==> config.mk <==
export PLATFORM = sky130hd
export DESIGN_NAME = bcd_countdown_timer
export DESIGN_NICKNAME = d
export VERILOG_FILES = /design/src/rtl/bcd_timer_pkg.sv /design/src/rtl/bcd_digit_dec.sv /design/src/rtl/bcd_countdown_timer.sv
export SDC_FILE = /design/constraint.sdc
export NUM_CORES = 1
export LEC_CHECK = 0
export ABC_CLOCK_PERIOD_IN_PS = 3300
export CAP_MARGIN = 20
export CORE_UTILIZATION = 48
export CTS_CLUSTER_DIAMETER = 120
export DETAILED_ROUTE_END_ITERATION = 16
export MAX_ROUTING_LAYER = met4
export PLACE_DENSITY = 0.8
export SLEW_MARGIN = 20
export SYNTH_ARGS = -nofsm -noshare
export SYNTH_HDL_FRONTEND = slang
export SYNTH_HIERARCHICAL = 1
export SYNTH_SLANG_ARGS = --single-unit
==> constraint.sdc <==
create_clock -name clk -period 3.3 [get_ports clk]
set_input_delay 0.66 -clock clk [delete_from_list [all_inputs] [get_ports clk]]
set_output_delay 0.66 -clock clk [all_outputs]
set_load 0.03 [all_outputs]
==> src/rtl/bcd_timer_pkg.sv <==
// rtl/bcd_timer_pkg.sv - shared types and helpers for the BCD countdown timer
package bcd_timer_pkg;

    typedef enum logic [1:0] {
        IDLE = 2'd0,
        RUN  = 2'd1,
        HOLD = 2'd2,
        DONE = 2'd3
    } state_e;

    localparam logic [3:0] BCD_MAX = 4'd9;

    function automatic logic is_bcd(input logic [3:0] nibble);
        return nibble <= BCD_MAX;
    endfunction

endpackage

==> src/rtl/bcd_digit_dec.sv <==
// rtl/bcd_digit_dec.sv - combinational single-digit BCD decrement with borrow chain
module bcd_digit_dec
    import bcd_timer_pkg::*;
(
    input  logic [3:0] digit,
    input  logic       borrow_in,
    output logic [3:0] digit_next,
    output logic       borrow_out
);

    always_comb begin
        digit_next = digit;
        if (borrow_in) begin
            digit_next = (digit == 4'd0) ? BCD_MAX : digit - 4'd1;
        end
    end

    assign borrow_out = borrow_in & (digit == 4'd0);

endmodule

==> src/rtl/bcd_countdown_timer.sv <==
// rtl/bcd_countdown_timer.sv - multi-digit BCD down-counter with load, start/stop and terminal count
module bcd_countdown_timer
    import bcd_timer_pkg::*;
#(
    parameter int DIGITS = 2
) (
    input  logic                  clk,
    input  logic                  rst,
    input  logic                  load,
    input  logic [4*DIGITS-1:0]   load_val,
    input  logic                  start,
    input  logic                  stop,
    input  logic                  tick,
    output logic [4*DIGITS-1:0]   count,
    output logic                  running,
    output logic                  zero,
    output logic                  done,
    output logic                  load_err
);

    localparam int CW = 4 * DIGITS;

    state_e          state_q, state_d;
    logic [CW-1:0]   count_q, count_d;
    logic [CW-1:0]   reload_q, reload_d;
    logic            running_q, running_d;
    logic            done_q, done_d;
    logic            load_err_q, load_err_d;

    logic            dec_en;
    logic            load_ok;
    logic [CW-1:0]   count_dec;
    logic [DIGITS:0] borrow;

    assign dec_en    = (state_q == RUN) && tick;
    assign borrow[0] = dec_en;

    for (genvar g = 0; g < DIGITS; g++) begin : g_digit
        bcd_digit_dec u_dec (
            .digit      (count_q[4*g +: 4]),
            .borrow_in  (borrow[g]),
            .digit_next (count_dec[4*g +: 4]),
            .borrow_out (borrow[g+1])
        );
    end

    always_comb begin
        load_ok = 1'b1;
        for (int i = 0; i < DIGITS; i++) begin
            if (!is_bcd(load_val[4*i +: 4])) begin
                load_ok = 1'b0;
            end
        end
    end

    always_comb begin
        state_d    = state_q;
        count_d    = count_q;
        reload_d   = reload_q;
        done_d     = 1'b0;
        load_err_d = 1'b0;

        case (state_q)
            IDLE, DONE: begin
                // A load request, valid or not, takes priority over start.
                if (load) begin
                    if (load_ok) begin
                        count_d  = load_val;
                        reload_d = load_val;
                        state_d  = IDLE;
                    end else begin
                        load_err_d = 1'b1;
                    end
                end else if (start) begin
                    if (state_q == IDLE) begin
                        if (count_q != '0) begin
                            state_d = RUN;
                        end
                    end else if (reload_q != '0) begin
                        count_d = reload_q;
                        state_d = RUN;
                    end
                end
            end
            RUN: begin
                // Final borrow out of the top digit would mean underflow; never let it wrap.
                if (dec_en && !borrow[DIGITS]) begin
                    count_d = count_dec;
                end
                if (tick && count_q == CW'(1)) begin
                    state_d = DONE;
                    done_d  = 1'b1;
                end else if (stop) begin
                    state_d = HOLD;
                end
            end
            HOLD: begin
                if (start && !stop) begin
                    state_d = RUN;
                end
            end
            default: state_d = IDLE;
        endcase

        running_d = (state_d == RUN);
    end

    always_ff @(posedge clk) begin
        if (rst) begin
            state_q    <= IDLE;
            count_q    <= '0;
            reload_q   <= '0;
            running_q  <= 1'b0;
            done_q     <= 1'b0;
            load_err_q <= 1'b0;
        end else begin
            state_q    <= state_d;
            count_q    <= count_d;
            reload_q   <= reload_d;
            running_q  <= running_d;
            done_q     <= done_d;
            load_err_q <= load_err_d;
        end
    end

    assign count    = count_q;
    assign running  = running_q;
    assign zero     = (count_q == '0);
    assign done     = done_q;
    assign load_err = load_err_q;

endmodule

==> results.txt, run 1 <==
- Result of the run: completed
* Via count of the first global-routing pass: 1140
- Counting flops with an async set or reset pin after synthesis yields a share of 0%.
* Clock insertion delay at the later pin of the skew report: 0.31 ns
- The cell family contributing the most delay on the critical path is simple AND/OR/NAND/NOR gates.
- Die boundary width: 54.7 µm
* Iteration-0 DRC count of the detailed router: 33
- Buffer and inverter count on the worst path: 1
* Combinational family with the most area after synthesis: simple AND/OR/NAND/NOR gates
* DRT Wirelength: 3130 µm
- The worst setup path is of the reg2out kind.
- Headroom to the max-slew limit came out at 46.3%.
* Worst-path fanout max: 9
* Remaining routing DRC violations: 0
- For this design the ratio of total power to cell area is 561 mW/mm².
- Setup slack of the worst register-to-register path: 0.90 ns
- Of the total synthesized cell area, the portion taken by XOR and XNOR cells is 2.62%.
* Clock-pin slew on the worst setup and hold paths: 0.11 ns
- Setup violations remaining at the end of the flow were counted as 0.
- The repair_antennas step left the layout with diodes totalling 0.
- On the final layout, the worst clock skew is 0.0106 ns.
- Data arrives at the worst endpoint at 2.31 ns.
- STA classifies the critical path endpoint as an output port.
* Number of buffers created by CTS: 3
- The slowest stage of the critical path belongs to the cell sky130_fd_sc_hd__clkdlybuf4s50_1.
- Full die area: 0.00300 mm²
- Measured in cells, the most critical reg-to-reg path has a length of 13.
- The longest clock path from root to sink contains 2 buffers.
- Counting every net in the synthesized netlist gives 179.
- The tree is rooted in a sky130_fd_sc_hd__clkbuf_4.
- Final-report hold violation count: 0
* Row Count: 18
* Final critical-path setup slack: 0.330 ns
* Worst endpoint required time: 2.64 ns
* CP Cell Sequence: or4_4 -> nor4_4 -> and2b_2 -> clkdlybuf4s50_1
- In this design, the stage delay of the slowest critical-path cell is 0.66 ns.
* Fraction of the yosys area taken by sequential cells: 31.5%
- Number of enable-type register cells in the synthesized netlist: 0
- The first global-routing pass estimated 5100 µm of wire.
- Half-perimeter wire length after placement: 2340 µm
* Highest clock frequency the design can meet: 337 MHz
- Cts hold-fix bufs: 0
* H-Tree Depth: 1
- Share of the synthesized area in compound gates (AO/OA/AOI/OAI): 21.1%
- Most instantiated library cell after synthesis: sky130_fd_sc_hd__o21ai_0
* P&R area growth vs syn: 23.1%
- The cell count after synthesis came out at 162.
* Smallest hold slack: 0.545 ns
* CTS tree: yes
- Of all cell types, the one taking the most synthesized area is sky130_fd_sc_hd__dfxtp_1.
- Non-filler instance count after layout: 217
- Wire length per cell after detailed routing: 14.4 µm
* Floorplan core area: 0.00254 mm²
- Most used flip-flop cell after synthesis: sky130_fd_sc_hd__dfxtp_1
- The worst setup path is launched from a register.
* Number of antenna-violating nets in the routed design: 0
- Layout cells sized above 1: 9.09%
- Total track usage: 24.9%
- Fraction of synthesized cell area taken by the top area cell type: 31.5%
- Kind of path behind the tightest hold check: reg2reg
- Placed cell count: 213
* Final number of max-transition violations: 0
* Peak VDD IR: 0.365 mV
* Mean number of vias per cell: 5.91
- Effective utilization at floorplan: 52.5%
- After global routing the overflow that remains totals 0.
- After clock tree synthesis, the setup repair step added 0 buffers.
* R2R Path Start: state_q[1]
- Hold-critical path depth: 2
- Of the available clock period, the critical path in the final layout requires 90.0%.
* Share of cell area taken by muxes after synthesis: 12.0%
- After synthesis, the mean cell area works out to 8.24 µm².
* Via count: 1282
- Ranked by total cell area, the synthesized netlist is headed by sky130_fd_sc_hd__dfxtp_1 (31%), sky130_fd_sc_hd__mux2i_1 (12%), sky130_fd_sc_hd__o21ai_0 (8.2%).
* Transition time of the tightest slew-check pin: 0.804 ns
- Minimum period implied by the final worst setup slack: 2.97 ns
- Number of I/O pins: 26
- Hold_sp: reload_q[5]
- After synthesis the cells add up to 0.00134 mm².
* Unrepaired setup endpoints after global routing: no
* Number of antenna violations at the first check in global routing: 0
- End of the worst hold path: reload_q[5]
- Across the run, the number of max-cap violations was 0.
- Of the total synthesized cell area, the portion taken by AND, OR, NAND and NOR gates is 27.0%.
- Largest net degree at the start of global routing: 22
- Measured along the y axis, the die boundary spans 54.7 µm.
- At the placement stage, the worst setup path has a slack of 0.469 ns.
- The endpoint identified for the worst register-to-register timing path is count[0].
- Register bit total from synthesis: 21
* Fraction of the mapped netlist area in adder cells: 2.81%
- Number of clock sinks seen by CTS: 21
- Resized Gates After CTS: 0
- At the end of routability-driven placement, the weighted congestion stood at 0.892.
- The first TritonRoute pass finished after 4 iterations.
- Number of warning messages in the yosys log: 6
- Total number of nets in the final design: 205
- Final TNS setup: 0 ns
* Leading cell types by count after synthesis: sky130_fd_sc_hd__o21ai_0 (22), sky130_fd_sc_hd__dfxtp_1 (21), sky130_fd_sc_hd__mux2i_1 (16), sky130_fd_sc_hd__nand2_1 (13)
- Input and output buffers added on the ports amount to 25.
- Number of distinct library cell variants in the gate-level netlist after synthesis: 34
- Leakage power: 0.000685 µW
## metal layers
metal / global-route usage, % / vias to the layer above / routed length (µm)
li1: - / 640 / -
met1: 31.8 / 609 / 1500
met2: 39.2 / 28 / 1500
met3: 2.78 / 5 / 90
met4: 10.7 / 0 / 48
met5: - / - / 0
## power breakdown
group          internal [µW]  switching [µW]
clock                   47.3            80.7
sequential               287            46.9
combinational            203             257
## worst register-to-register path: stages (launching register included)
cell                       delay, ns
sky130_fd_sc_hd__dfxtp_1        0.38
sky130_fd_sc_hd__inv_1          0.11
sky130_fd_sc_hd__ha_1           0.17
sky130_fd_sc_hd__nand2_1        0.08
sky130_fd_sc_hd__inv_1          0.15
sky130_fd_sc_hd__nand2b_4       0.09
sky130_fd_sc_hd__nor4_1         0.17
sky130_fd_sc_hd__buf_4          0.18
sky130_fd_sc_hd__nand2b_4       0.07
sky130_fd_sc_hd__nor4_1         0.18
sky130_fd_sc_hd__o22ai_1        0.15
sky130_fd_sc_hd__o211ai_1       0.25
sky130_fd_sc_hd__o21ai_0        0.14
sky130_fd_sc_hd__a21oi_1        0.20
## layout make-up
type | instances | area (µm²)
fillers | 228 | 902
multi-input cells | 131 | 875
flip-flops and latches | 21 | 420
repair buffers | 28 | 273
well taps | 30 | 37.5
clock buffers | 4 | 26.3
inverters | 3 | 11.3
## through the flow
stage | cell area [µm²] | util [%] | power [µW]
detailed placement | 1620 | 63.5 | 796
global placement | 1620 | 63.5 | 786
floorplan | 1340 | - | 649
global route | 1640 | 64.6 | 979
CTS | 1640 | 64.6 | 921
finish | 1640 | 64.6 | 922
## state kept, by name, indices dropped and copies added, names as in the netlist
name,count
reload_q,8
running,1
count,8
state_q,2
load_err,1
done,1
## layout by cell type, fill, tap and decap left out, drive strengths merged
master         synthesis  routed
dfxtp                 21      21
nor3                   5       5
a21oi                 12      12
o211a                  2       2
clkdlybuf4s50          0      25
o211ai                 1       1
nand3                  9       9
clkbuf                 5       4
nor4                   5       5
nand2b                 5       5
nand2                 13      13
xor2                   4       4
ha                     3       3
and3                   1       1
o22ai                  2       2
a21o                   2       2
a211o                  1       1
and2b                  1       1
nand3b                 4       4
o21a                   1       1
a211oi                 1       1
nor2                  12      12
or4                    1       1
a41oi                  1       1
and2                   2       2
nor2b                  1       1
o21ai                 23      23
inv                    3       3
mux2i                 16      16
buf                    2       3
or4b                   2       2
nor3b                  1       1
## worst max-delay path by stage
stage               slack, ns  endpoint  startpoint  cells after the start
floorplan                0.89  count[6]        tick                     11
global placement         0.52  count[6]        tick                     13
detailed placement       0.47  count[0]        tick                     12
CTS                      0.31      zero    count[5]                      4
global route             0.22      zero    count[5]                      4
finish                   0.33      zero    count[5]                      4
## logic make-up after synthesis
family	count (synthesis)
AO/OA/AOI/OAI	46
XOR/XNOR	4
adder cells (fa/ha/maj)	3
buffers and inverters	10
flip-flops	21
multiplexers	16
AND/OR/NAND/NOR	62
Power figures use the tool's default switching activity.
==> run 2, diff against run 1 <==
--- a/config.mk
+++ b/config.mk
@@ -6,12 +6,13 @@
 export NUM_CORES = 1
 export LEC_CHECK = 0
 export ABC_CLOCK_PERIOD_IN_PS = 3300
-export CAP_MARGIN = 20
-export CORE_UTILIZATION = 48
+export CELL_PAD_IN_SITES_DETAIL_PLACEMENT = 1
+export CELL_PAD_IN_SITES_GLOBAL_PLACEMENT = 1
+export CORE_UTILIZATION = 38
 export CTS_CLUSTER_DIAMETER = 120
 export DETAILED_ROUTE_END_ITERATION = 16
 export MAX_ROUTING_LAYER = met4
-export PLACE_DENSITY = 0.8
+export PLACE_DENSITY = 0.84
 export SLEW_MARGIN = 20
 export SYNTH_ARGS = -nofsm -noshare
 export SYNTH_HDL_FRONTEND = slang
==> run 2 against run 1 <==
  * Clock skew shrank 0.0022 ns
  * Core utilization shrank 15 points
  * First-iteration DRC count grew 130%
  * Final cell count grew 7.4%
  * Count of clock-buffer cells in the layout is the same
  * Sequential power is essentially flat
  * Critical path depth is the same
  * Worst setup slack lost 0.071 ns
  * Via count grew 1.1%
  * Combinational power grew 2%
  * Routed wire length grew 16%
  * Largest cell class unchanged
==> results.txt, run 2 (synthesis results as in run 1) <==
- Result of the run: completed
- CTS root buf: sky130_fd_sc_hd__clkbuf_4
- H-Tree Depth: 1 (unchanged)
- The shortest clock period the worst path allows after layout is 3.04 ns (+0.0713 ns).
- Switching share of power: 42.7% (+1.0 points)
- Share of the clock period used by the worst path: 92.2% (+2.2 points)
- The relative max-transition margin came to 44.0% (-2.2 points).
- Transition time of the tightest slew-check pin: 0.837 ns (+0.0332 ns)
* Power density over the cells: 564 mW/mm² (+0.59%)
- The overall power was 939 µW (+1.8%).
- Total track usage: 22.9% (-2.0 points)
- The post-layout net count is 205 (unchanged).
- The initial core utilization came to 39.7% (-13 points).
* Final number of max-transition violations: 0 (unchanged)
* Wire length of the first global-routing pass: 6150 µm (+21%)
- Max-cap check violation count: 0 (unchanged)
- The post-cts hold buffer count came to 0 (unchanged).
- The leakage component of the power came to 0.000685 µW (unchanged).
- The number of endpoints failing setup at the final stage was 0 (unchanged).
- The number of antenna repair diodes came to 0 (unchanged).
- The via total after detailed routing came to 1296 (+1.1%).
- The clock transition at the registers of the reported paths came to 0.11 ns (about the same).
* Final TNS setup: 0 ns (unchanged)
* Number of buffers created by CTS: 3 (unchanged)
* Highest clock frequency the design can meet: 329 MHz (-2.3%)
* Half-perimeter wire length after placement: 2840 µm (+21%)
- Non-filler instance count after layout: 233 (+7.4%)
- The clock latency on the worst-skew pair was 0.32 ns (about the same).
* Unrepaired setup endpoints after global routing: no
- Resized Gates After CTS: 0 (unchanged)
* Logic gate share of total power: 50.2% (+0.3 points)
* Smallest hold slack: 0.538 ns (-0.00682 ns)
- The total met3 wirelength after detailed routing was 119 µm (+32%).
* Die boundary width: 61.3 µm (+12%)
- The worst setup path is captured at an output port.
- Top Metal Used: met4
* Placed cell count: 229 (+7.5%)
* Final standard cell utilization of the core: 49.4% (-15 points)
- Wire length per cell after detailed routing: 15.6 µm (+7.9%)
- The library cell used most frequently in the layout, excluding fill and tap cells, is sky130_fd_sc_hd__clkdlybuf4s50_1.
- Full die area: 0.00375 mm² (+25%)
- The number of design-rule violations left by the first detailed-router iteration was 76 (+130%).
- Leading cell types in the layout, fill and taps excluded: sky130_fd_sc_hd__clkdlybuf4s50_1 (25), sky130_fd_sc_hd__o21ai_0 (22), sky130_fd_sc_hd__dfxtp_1 (21), sky130_fd_sc_hd__mux2i_1 (16), sky130_fd_sc_hd__nand2_1 (13)
- The placer's final routability congestion estimate is 0.809 (-9.3%).
* Height of the die: 61.3 µm (+12%)
- Row Count: 21 (+3)
* DRT Wirelength: 3630 µm (+16%)
- The DRC violation count after routing came to 0 (unchanged).
- Number of I/O pins: 26 (unchanged)
- Critical Path Source Type: register
* Number of antenna-violating nets in the routed design: 0 (unchanged)
* Net Sw Power: 401 µW (+4.3%)
- Mean number of vias per cell: 5.56 (-5.8%)
* Via count of the first global-routing pass: 1298 (+14%)
- The data arrival time of the critical path came to 2.38 ns (+0.07 ns).
- The number of antenna violations at the first check in global routing was 0 (unchanged).
- The largest clock skew in the final design is 0.00840 ns (-0.00216 ns).
* Layout cells sized above 1: 9.09% (unchanged)
* Number of setup buffers added after CTS: 0 (unchanged)
- The clock sink count is 21 (unchanged).
- The port buffer count came to 25 (unchanged).
- Floorplan core area: 0.00336 mm² (+32%)
- The critical path is of the reg2out type.
- Worst endpoint required time: 2.64 ns (about the same)
- The area growth from synthesis to layout is 24.6%.
- Clock network power share: 13.9% (about the same)
- Grt ovf: 0 (unchanged)
- First drt pass iteration count: 4 (unchanged)
* Peak VDD IR: 0.249 mV (-32%)
* Met1 layer wirelength in the final routing: 1700 µm (+14%)
- CTS tree: yes
- Final-report hold violation count: 0 (unchanged)
- Maximum buffer depth of the clock tree: 2 (unchanged)
* Worst-path fanout max: 9 (unchanged)
- The amount of wire on met2 after detailed routing was 1750 µm (+17%).
- The cell internal power dissipation was 538 µW (about the same).
* Largest net degree at the start of global routing: 22 (unchanged)
- Kind of path behind the tightest hold check: reg2reg
- Part of the power in registers: 35.9% (-0.4 points)
## run 2: metal layers
layer | vias up | global-route usage, %
met5 | - | -
met4 | 0 | 10.4
met3 | 8 | 2.73
met2 | 35 | 36.0
met1 | 615 | 29.4
li1 | 638 | -
## run 2: cell type report
type | count | area (µm²)
clock buffer | 4 | 26.3
fill | 430 | 1700
inverter | 3 | 11.3
multi-input combinational | 131 | 875
sequential | 21 | 420
tap | 46 | 57.6
timing repair buffer | 28 | 273
## run 2: through the flow
step	worst slack, ns	area (µm²)
after global placement	0.468	1640
after detailed placement	0.348	1640
final	0.259	1660
after CTS	0.255	1660
after global routing	0.197	1660
after floorplan	0.895	1340
## run 2: worst paths after layout
path                    start          end  slack (ns)  cells past startpoint
setup / recovery     count[5]         zero        0.26                      4
hold / removal    reload_q[1]  reload_q[1]        0.54                      2
setup reg to reg   state_q[1]     count[3]        0.80                     13
hold reg to reg   reload_q[1]  reload_q[1]        0.54                      2
## run 2: critical path, cell delays in order (launching register included)
cell	delay, ns
sky130_fd_sc_hd__dfxtp_1	0.41
sky130_fd_sc_hd__or4_4	0.55
sky130_fd_sc_hd__nor4_4	0.21
sky130_fd_sc_hd__and2b_2	0.23
sky130_fd_sc_hd__clkdlybuf4s50_1	0.67
## run 2: power groups by stage
stage	sequential, µW	clock [µW]	combinational (µW)
6_report	337	131	471
5_1_grt	343	143	511
4_1_cts	337	134	472
3_5_place_dp	342	0	468
3_3_place_gp	338	0	453
2_1_floorplan	373	0	276
==> run 3, diff against run 2 <==
--- a/config.mk
+++ b/config.mk
@@ -13,6 +13,7 @@
 export DETAILED_ROUTE_END_ITERATION = 16
 export MAX_ROUTING_LAYER = met4
 export PLACE_DENSITY = 0.84
+export REMOVE_ABC_BUFFERS = 1
 export SLEW_MARGIN = 20
 export SYNTH_ARGS = -nofsm -noshare
 export SYNTH_HDL_FRONTEND = slang
==> run 3 against run 2 <==
  * Die area unchanged
  * Combinational power up 1%
  * Non-clock buffer count stayed put
  * Critical path type unchanged
  * Sequential power about the same
  * Global-route usage grew 0.88 points
  * Sequential share of layout area unchanged
  * Via count decreased by 2.6%
  * Clock skew is 0.0019 ns higher
  * Worst setup slack improved by 0.050 ns
==> results.txt, run 3 (synthesis results as in run 1) <==
- Result of the run: completed
- The ratio of routed vias to standard cells was 5.42 (-2.6%).
- The final clock period utilization by the worst path was 90.7% (-1.5 points).
- The data arrival time of the critical path was 2.33 ns (-0.05 ns).
- The leakage component of the power came to 0.000685 µW (unchanged).
* Placed cell count: 229 (unchanged)
- R2R Path Start: state_q[1]
- The final HPWL from detailed placement is 2990 µm (+5.3%).
- Transition time of the tightest slew-check pin: 0.762 ns (-0.0748 ns)
* Number of logic stages on the critical path including buffering: 4 (unchanged)
- TritonCTS built the clock tree.
- Resized Gates After CTS: 0 (unchanged)
- The critical path required time is 2.64 ns (about the same).
- The pin count of the biggest net entering global routing came to 22 (unchanged).
- The tree is rooted in a sky130_fd_sc_hd__clkbuf_4.
* Buffer and inverter count on the worst path: 1 (unchanged)
- The y dimension of the die is 61.3 µm (unchanged).
* Worst path slowest cell: sky130_fd_sc_hd__clkdlybuf4s50_1
- The layout filler cell count is 437 (+1.6%).
- The largest stage delay on the critical path is 0.68 ns (about the same).
- The layout overhead on the synthesized area is 24.6% (unchanged).
* Setup slack of the worst register-to-register path: 0.71 ns (-0.09 ns)
- The via count of the first global-routing pass is 1341 (+3.3%).
- Tracing the worst setup path back leads to its startpoint at count[5].
- Power density over the cells: 564 mW/mm² (about the same)
- STA classifies the critical path startpoint as a register.
* Final TNS setup: 0 ns (unchanged)
- The critical path is of the reg2out type.
* Reg2reg path depth: 14 (+1)
* Number of buffers created by CTS: 3 (unchanged)
- The number of slew-limit violations in the final report was 0 (unchanged).
- The area of the die came to 0.00375 mm² (unchanged).
* Highest clock frequency the design can meet: 334 MHz (+1.7%)
* Number of antenna-violating nets in the routed design: 0 (unchanged)
- The initial core utilization was 39.7% (unchanged).
- Last element of the critical path: zero
- First drt pass iteration count: 4 (unchanged)
- Peak VDD IR: 0.200 mV (-20%)
* Non-filler instance count after layout: 233 (unchanged)
- Register Area: 420 µm² (unchanged)
- Diode insertion count for antenna repair: 0 (unchanged)
- Final-report hold violation count: 0 (unchanged)
- The DRC violation count after routing is 0 (unchanged).
- On the critical path the largest part of the delay comes from simple AND/OR/NAND/NOR gates.
- The post-CTS repair timing setup buffer count is 0 (unchanged).
- Minimum period implied by the final worst setup slack: 2.99 ns (-0.0495 ns)
* Clock insertion delay at the later pin of the skew report: 0.30 ns (-0.02 ns)
- Wire length of the first global-routing pass: 6370 µm (+3.6%)
* Total track usage: 23.8% (+0.88 points)
- Final setup violating endpoints: 0 (unchanged)
- Row Count: 21 (unchanged)
- The post-cts hold buffer count came to 0 (unchanged).
- Max-cap check violation count: 0 (unchanged)
- Worst-path fanout max: 9 (unchanged)
* Commonest non-fill, non-tap cell in the layout: sky130_fd_sc_hd__clkdlybuf4s50_1
- The port buffer count is 25 (unchanged).
- The number of antenna violations at the first check in global routing is 0 (unchanged).
- The core area came to 0.00336 mm² (unchanged).
- Leading cell types in the layout, fill and taps excluded: sky130_fd_sc_hd__clkdlybuf4s50_1 (25), sky130_fd_sc_hd__o21ai_0 (22), sky130_fd_sc_hd__dfxtp_1 (21), sky130_fd_sc_hd__mux2i_1 (16), sky130_fd_sc_hd__nand2_1 (13)
* Maximum buffer depth of the clock tree: 2 (unchanged)
- Number of clock sinks seen by CTS: 21 (unchanged)
- The sum of overflow across all layers after global routing came to 0 (unchanged).
- The number of design-rule violations left by the first detailed-router iteration came to 59 (-22%).
- DRT Wirelength: 3810 µm (+4.9%)
- Setup repair after global routing left no endpoint under its margin.
- The placer's final routability congestion estimate came to 0.824 (+1.9%).
- The area of combinational cells with multiple inputs is 875 µm² (unchanged).
* Via count: 1262 (-2.6%)
* Number of I/O pins: 26 (unchanged)
- H-Tree Depth: 1 (unchanged)
- Crit Reg-Reg Endpoint: count[6]
- Wire length per cell after detailed routing: 16.3 µm (+4.9%)
- Clock-pin slew on the worst setup and hold paths: 0.11 ns (about the same)
- Smallest hold slack: 0.548 ns (+0.0100 ns)
- Total number of nets in the final design: 205 (unchanged)
* Worst max-slew margin expressed relative to the limit: 49.0% (+5.0 points)
* Endpoint class of the critical path: output port
- The largest clock skew in the final design was 0.0103 ns (+0.00187 ns).
- Layout cells sized above 1: 9.09% (unchanged)
- Die boundary width: 61.3 µm (unchanged)
- Kind of path behind the tightest hold check: reg2reg
- CP Cell Sequence: or4_4 -> nor4_4 -> and2b_2 -> clkdlybuf4s50_1
[run 3: cell counts in the layout (fill, tap and decap cells not counted)]
Identical to the previous run, type by type.
[run 3: stage by stage]
stage / instance area (µm²) / power, µW / util, % / setup slack [ns]
4_1_cts: 1660 / 943 / 49.4 / 0.282
6_report: 1660 / 938 / 49.4 / 0.308
3_3_place_gp: 1640 / 794 / 48.7 / 0.451
3_5_place_dp: 1640 / 815 / 48.7 / 0.374
2_1_floorplan: 1310 / 640 / - / 0.640
5_1_grt: 1660 / 995 / 49.4 / 0.206
[run 3: power by group]
| part | total [µW] | internal, µW | switching (µW) |
|---|---|---|---|
| Combinational | 476 | 203 | 272 |
| Clock | 126 | 47.1 | 78.9 |
| Sequential | 337 | 287 | 49.4 |
| Total | 938 | 538 | 401 |
[run 3: worst min-delay path by stage]
stage	from	to	cells past startpoint
detailed placement	reload_q[3]	reload_q[3]	2
finish	reload_q[3]	reload_q[3]	2
floorplan	reload_q[3]	reload_q[3]	2
CTS	reload_q[3]	reload_q[3]	2
global placement	reload_q[1]	reload_q[1]	2
global route	reload_q[3]	reload_q[3]	2
[run 3: tightest hold or removal path, stage by stage (launching register included)]
cell and delay, ns:
sky130_fd_sc_hd__dfxtp_1 0.36, sky130_fd_sc_hd__mux2i_1 0.08, sky130_fd_sc_hd__nor2_1 0.08
[run 3: cell type report]
class / instances / area share (%)
Tap cell: 46 / 3.46
Sequential cell: 21 / 25.3
Multi-Input combinational cell: 131 / 52.6
Timing Repair Buffer: 28 / 16.4
Inverter: 3 / 0.677
Clock buffer: 4 / 1.58
[run 3: layer usage]
metal  GRT usage, %  wire, µm
met4           7.14        28
met2           41.1      1950
met3           2.73       122
met1           28.9      1710
met5              -         0
